**src/rtl/seg7_pkg.sv**
```systemverilog
// rtl/seg7_pkg.sv - shared constants and hex-to-segment lookup for the scan driver
package seg7_pkg;

  // All segments and the decimal point dark on the active-low bus
  localparam logic [7:0] SEG_OFF = 8'hFF;

  // Active-high g..a pattern for each hex digit 0..F
  localparam logic [6:0] HEX_SEG_TABLE [16] = '{
    7'h3F, 7'h06, 7'h5B, 7'h4F, 7'h66, 7'h6D, 7'h7D, 7'h07,
    7'h7F, 7'h6F, 7'h77, 7'h7C, 7'h39, 7'h5E, 7'h79, 7'h71
  };

  function automatic logic [6:0] hex_to_seg(input logic [3:0] nibble);
    return HEX_SEG_TABLE[nibble];
  endfunction

endpackage

```
**src/rtl/seg7_hex_decode.sv**
```systemverilog
// rtl/seg7_hex_decode.sv - combinational hex nibble to active-high a..g decode
module seg7_hex_decode
  import seg7_pkg::*;
(
  input  logic [3:0] nibble,
  output logic [6:0] seg
);

  // Pure lookup; the caller inverts for the active-low bus
  always_comb begin
    seg = hex_to_seg(nibble);
  end

endmodule

```
**src/rtl/seg7_scan_driver.sv**
```systemverilog
// rtl/seg7_scan_driver.sv - multiplexed N-digit hex 7-segment scan driver
module seg7_scan_driver
  import seg7_pkg::*;
#(
  parameter int DIGITS       = 8,
  parameter int SCAN_DIV     = 50000,
  parameter int BLINK_FRAMES = 64
) (
  input  logic                  clk,
  input  logic                  rst_n,
  input  logic                  load,
  input  logic [4*DIGITS-1:0]   data,
  input  logic [DIGITS-1:0]     dp,
  input  logic [DIGITS-1:0]     blank,
  input  logic [DIGITS-1:0]     blink,
  input  logic                  lzb_en,
  output logic [7:0]            seg_n,
  output logic [DIGITS-1:0]     an_n
);

  localparam int CNT_W = (SCAN_DIV > 1) ? $clog2(SCAN_DIV) : 1;
  localparam int IDX_W = (DIGITS > 1) ? $clog2(DIGITS) : 1;
  localparam int FRM_W = (BLINK_FRAMES > 1) ? $clog2(BLINK_FRAMES) : 1;

  logic [CNT_W-1:0]    cnt;
  logic [IDX_W-1:0]    idx;
  logic [FRM_W-1:0]    frame_cnt;
  logic                phase;
  logic                tick;
  logic                idx_wrap;

  logic [4*DIGITS-1:0] data_sh;
  logic [DIGITS-1:0]   dp_sh;
  logic [DIGITS-1:0]   blank_sh;
  logic [DIGITS-1:0]   blink_sh;

  logic [DIGITS-1:0]   nz_prefix;
  logic                nz_running;
  logic [DIGITS-1:0]   digit_onehot;
  logic [3:0]          cur_nibble;
  logic [6:0]          dec_seg;
  logic                dark;
  logic                lzb_dark;
  logic [7:0]          seg_d;
  logic [DIGITS-1:0]   an_d;

  assign tick       = (cnt == CNT_W'(SCAN_DIV - 1));
  assign idx_wrap   = (idx == IDX_W'(DIGITS - 1));
  assign cur_nibble = data_sh[4*idx +: 4];

  // Slot prescaler: one tick every SCAN_DIV clocks
  always_ff @(posedge clk or negedge rst_n) begin
    if (!rst_n) begin
      cnt <= '0;
    end else if (tick) begin
      cnt <= '0;
    end else begin
      cnt <= cnt + CNT_W'(1);
    end
  end

  // Digit index advances once per slot and wraps at the last digit
  always_ff @(posedge clk or negedge rst_n) begin
    if (!rst_n) begin
      idx <= '0;
    end else if (tick) begin
      if (idx_wrap) begin
        idx <= '0;
      end else begin
        idx <= idx + IDX_W'(1);
      end
    end
  end

  // Count completed frames; flip blink phase every BLINK_FRAMES frames
  always_ff @(posedge clk or negedge rst_n) begin
    if (!rst_n) begin
      frame_cnt <= '0;
      phase     <= 1'b0;
    end else if (tick && idx_wrap) begin
      if (frame_cnt == FRM_W'(BLINK_FRAMES - 1)) begin
        frame_cnt <= '0;
        phase     <= ~phase;
      end else begin
        frame_cnt <= frame_cnt + FRM_W'(1);
      end
    end
  end

  // Shadow registers: the display only ever shows what was loaded
  always_ff @(posedge clk or negedge rst_n) begin
    if (!rst_n) begin
      data_sh  <= '0;
      dp_sh    <= '0;
      blank_sh <= '0;
      blink_sh <= '0;
    end else if (load) begin
      data_sh  <= data;
      dp_sh    <= dp;
      blank_sh <= blank;
      blink_sh <= blink;
    end
  end

  // Prefix-OR from the MSB: nz_prefix[i] is set when nibble i or any higher one is nonzero
  always_comb begin
    nz_prefix  = '0;
    nz_running = 1'b0;
    for (int i = DIGITS - 1; i >= 0; i--) begin
      nz_running   = nz_running | (|data_sh[4*i +: 4]);
      nz_prefix[i] = nz_running;
    end
  end

  seg7_hex_decode u_hex_decode (
    .nibble (cur_nibble),
    .seg    (dec_seg)
  );

  // Next output: anti-ghost gap on tick, else the selected digit with masking applied
  always_comb begin
    seg_d        = SEG_OFF;
    an_d         = '1;
    digit_onehot = '0;
    digit_onehot[idx] = 1'b1;
    dark         = blank_sh[idx] | (blink_sh[idx] & phase);
    lzb_dark     = lzb_en & (idx != '0) & ~nz_prefix[idx];
    if (!tick) begin
      an_d = ~digit_onehot;
      if (!dark) begin
        seg_d[7] = ~dp_sh[idx];
        if (!lzb_dark) begin
          seg_d[6:0] = ~dec_seg;
        end
      end
    end
  end

  // Registered outputs so the segment and anode buses switch together
  always_ff @(posedge clk or negedge rst_n) begin
    if (!rst_n) begin
      seg_n <= SEG_OFF;
      an_n  <= '1;
    end else begin
      seg_n <= seg_d;
      an_n  <= an_d;
    end
  end

endmodule

```
**config.mk**
```make
export PLATFORM = sky130hd
export DESIGN_NAME = seg7_scan_driver
export DESIGN_NICKNAME = d
export VERILOG_FILES = /design/src/rtl/seg7_pkg.sv /design/src/rtl/seg7_hex_decode.sv /design/src/rtl/seg7_scan_driver.sv
export SDC_FILE = /design/constraint.sdc
export NUM_CORES = 1
export LEC_CHECK = 0
export ABC_AREA = 1
export BUFFER_PORTS_ARGS = -buffer_cell sky130_fd_sc_hd__buf_2
export CAP_MARGIN = 40
export CORE_UTILIZATION = 60
export DETAILED_ROUTE_END_ITERATION = 7
export GPL_TIMING_DRIVEN = 0
export PLACE_DENSITY = 0.87
export SYNTH_ARGS = -nofsm -noshare
export SYNTH_HDL_FRONTEND = slang
export SYNTH_SLANG_ARGS = --single-unit
```
**constraint.sdc**
```tcl
create_clock -name clk -period 4.5 [get_ports clk]
set_input_delay 0.225 -clock clk [delete_from_list [all_inputs] [get_ports clk]]
set_output_delay 0.225 -clock clk [all_outputs]
set_load 0.1 [all_outputs]
```
==> impl_metrics.tcl <==
set metrics [dict create \
    status "finished, final reports clean" \
    grt_pass1_wl_um 19000 \
    syn_to_final_growth_pct 14.8 \
    slew_violations 0 \
    p_per_area_nw_per_um2 325 \
    cts_buffers 9 \
    skew_ns 0.0126 \
    synth.distinct_cells 31 \
    final.setup.tns_ns 0 \
    synth_nets 658 \
    finalSetupViolCount 0 \
    grt_pass1_vias 4098 \
    cts_resized 0 \
    grt-ovfl-total 0 \
    antenna_left 0 \
    yosys-top-cells-count "nand2_1, dfrtp_1, inv_1, nor2_1, o21ai_0" \
    synth_edf_count 0 \
    drc 0 \
    syn-cell-area_sq_um 4870 \
    port_buffers 74 \
    multi_input_area_sq_um 2030 \
    placed_cells 765 \
    cts_max_path_buffers 2 \
    grtUsageTotal 0.292 \
    htreeDepth 3 \
    io_pins 76 \
    synth_top_area_frac 0.422 \
    ys_ff_latch 98 \
    ys_async_sr_fraction 1.00 \
    place.gp.congestion 0.954 \
    nNetsFinal 745 \
    floorplan.rows 32 \
    initial_utilization 0.626 \
    drt_iter0_drc 256 \
    crit_path_start_kind "flip-flop" \
    layout-drive-gt1-share 0.224 \
    combinationalPowerShare 0.162 \
    cts.clk_slew.worst_paths_ns 0.10 \
    p_switching_mw 0.553 \
    die_h_um 92.1 \
    die_x_um 92.1 \
    use_met3 0.0630 \
    n_fill_cell 589 \
    min_path_type "input pin to flip-flop" \
    antenna_found_initial 0 \
    yosysTopAreaCell "dfrtp_1" \
    dp_slack_ns 2.32 \
    rsz0062_at_grt "false" \
    viasPerCell 5.55 \
    yosysMostFrequentCell "nand2_1" \
    fin_crit_ns 2.26 \
    fp.dieArea_sq_um 8470 \
    p_clk_frac 0.303 \
    criticalPathCategory "flip-flop to flip-flop" \
    synth-main-ff-cell "dfrtp_1" \
    cp.arrival_ns 2.56 \
    timing.final.crit_share 0.503 \
    p_leak_nw 2.83 \
    endpoint_kind "flip-flop" \
    synth_top_cells_by_area "dfrtp_1, nand2_1, dfstp_2" \
    critPathMaxFanout 10 \
    synth_cells 588 \
    gr-usage-met2 0.460 \
    intPower_mw 1.26 \
    grt_max_degree 62 \
    cts_setup_buffers 0 \
    worst_slew_pin_slew_ns 0.758 \
    hold_viol 0 \
    ir_drop_mv 0.212 \
    drt_pass1_iterations 5 \
    cp.required_ns 4.80 \
    swShare 0.305 \
    insertion_delay_ns 0.39 \
    antenna_cells 0 \
    ys_warn_count 0 \
    seq_area_sq_um 2470 \
    stdcell_count 782 \
    tritoncts "built" \
    wl_um 11700 \
    setup_ws_ns 2.24 \
    yosysSeqAreaShare 0.508 \
    num_vias 4339 \
    power_frac_seq 0.535 \
    wl_per_cell_um 14.9 \
    hpwl_um 8470 \
    cts.sinks 98 \
    slew_headroom 0.495 \
    root_buffer "clkbuf_8" \
    met1_usage 0.386 \
    coreArea_sq_um 7770 \
    clock.fmax_mhz 442 \
    maxCapViolCount 0 \
    syn_avg_cell_area_sq_um 8.28 \
    top_usage_layer "met2" \
]
cells in the final DEF (no fill, tap or decap), drive strengths merged:
cell type / n
nand2: 155
buf: 84
dfrtp: 82
inv: 77
nor2: 66
o21ai: 61
nand3: 45
clkbuf: 19
mux2: 17
dfstp: 16
ha: 10
xor2: 8
o211ai: 7
nor3: 6
nand4: 6
a21oi: 5
xnor2: 3
clkinvlp: 3
o21a: 2
a31oi: 2
a21boi: 1
nand3b: 1
nor3b: 1
o31ai: 1
clkinv: 1
dlygate4sd3: 1
registers in the layout, summed over array words and instances, names as in the netlist:
name       cells
cnt           16
phase          1
seg_n          8
data_sh       32
blank_sh       8
blink_sh       8
an_n           8
dp_sh          8
frame_cnt      6
idx            3
through the flow:
step	utilization	area, sq um	hold WS (ns)	power [mW]
finish	0.719	5580	0.0442	1.82
detailed placement	0.693	5390	0.344	1.28
global placement	0.691	5360	0.432	1.26
CTS	0.719	5580	0.0456	1.81
floorplan	-	4870	-0.0706	1.18
global route	0.719	5580	0.0615	1.89
worst max-delay path, cell delays in order, from the launching register on:
cell	delay (ns)
dfrtp_1	0.44
inv_2	0.14
buf_4	0.20
buf_2	0.20
o21ai_1	0.23
nand2_1	0.08
nor2_1	0.24
ha_1	0.29
nand2_1	0.10
nand2_1	0.09
nand2_1	0.05
nor2_1	0.08
nand2_1	0.06
kinds of logic after synthesis:
| kind of cell | share of synthesized area |
|---|---|
| simple gates | 0.245 |
| flops | 0.508 |
| buf+inv | 0.0751 |
| compound gates | 0.0874 |
| mux | 0.0393 |
| xor+xnor | 0.0198 |
| fa+ha+maj | 0.0257 |
timing repair:
| item | 4_1_cts | 5_1_grt |
|---|---|---|
| setup endpoints to repair | 0 | 0 |
| endpoints found under the hold margin | 44 | 0 |
| hold buffers | 1 | 0 |
power by group through the flow:
stage               clock, mW  combinational [mW]  sequential, mW
finish                  0.549               0.294           0.972
global route            0.589               0.321           0.977
CTS                     0.549               0.292           0.971
detailed placement          0               0.288           0.988
global placement            0               0.273           0.985
floorplan                   0               0.123            1.06
layout make-up:
class                      instances  share of cell area
inverter                          76              0.0511
clock buffer                      11              0.0271
timing repair buffer              76              0.0721
buffer                            17              0.0143
tap                              102              0.0229
clock inverter                     5             0.00650
sequential                        98               0.443
multi-input combinational        397               0.363
path summary, 6_finish.rpt:
path	startpoint	endpoint	slack, ns	cells after the start
worst max register to register	idx[0]$_DFFE_PN0P_	seg_n[4]$_DFF_PN1_	2.24	12
worst max-delay path	idx[0]$_DFFE_PN0P_	seg_n[4]$_DFF_PN1_	2.24	12
max in group asynchronous	rst_n	dp_sh[7]$_DFFE_PN0P_	3.39	3
min in group asynchronous	rst_n	cnt[10]$_DFF_PN0_	0.44	2
worst min register to register	cnt[0]$_DFF_PN0_	cnt[0]$_DFF_PN0_	0.47	1
worst min-delay path	data[4]	data_sh[4]$_DFFE_PN0P_	0.04	3
routing by layer:
metal,part of all wire,up-vias
met5,0,-
met4,0.030,0
met3,0.070,36
met2,0.48,202
met1,0.42,2057
li1,-,2044
(Power assumes the default switching activity.)
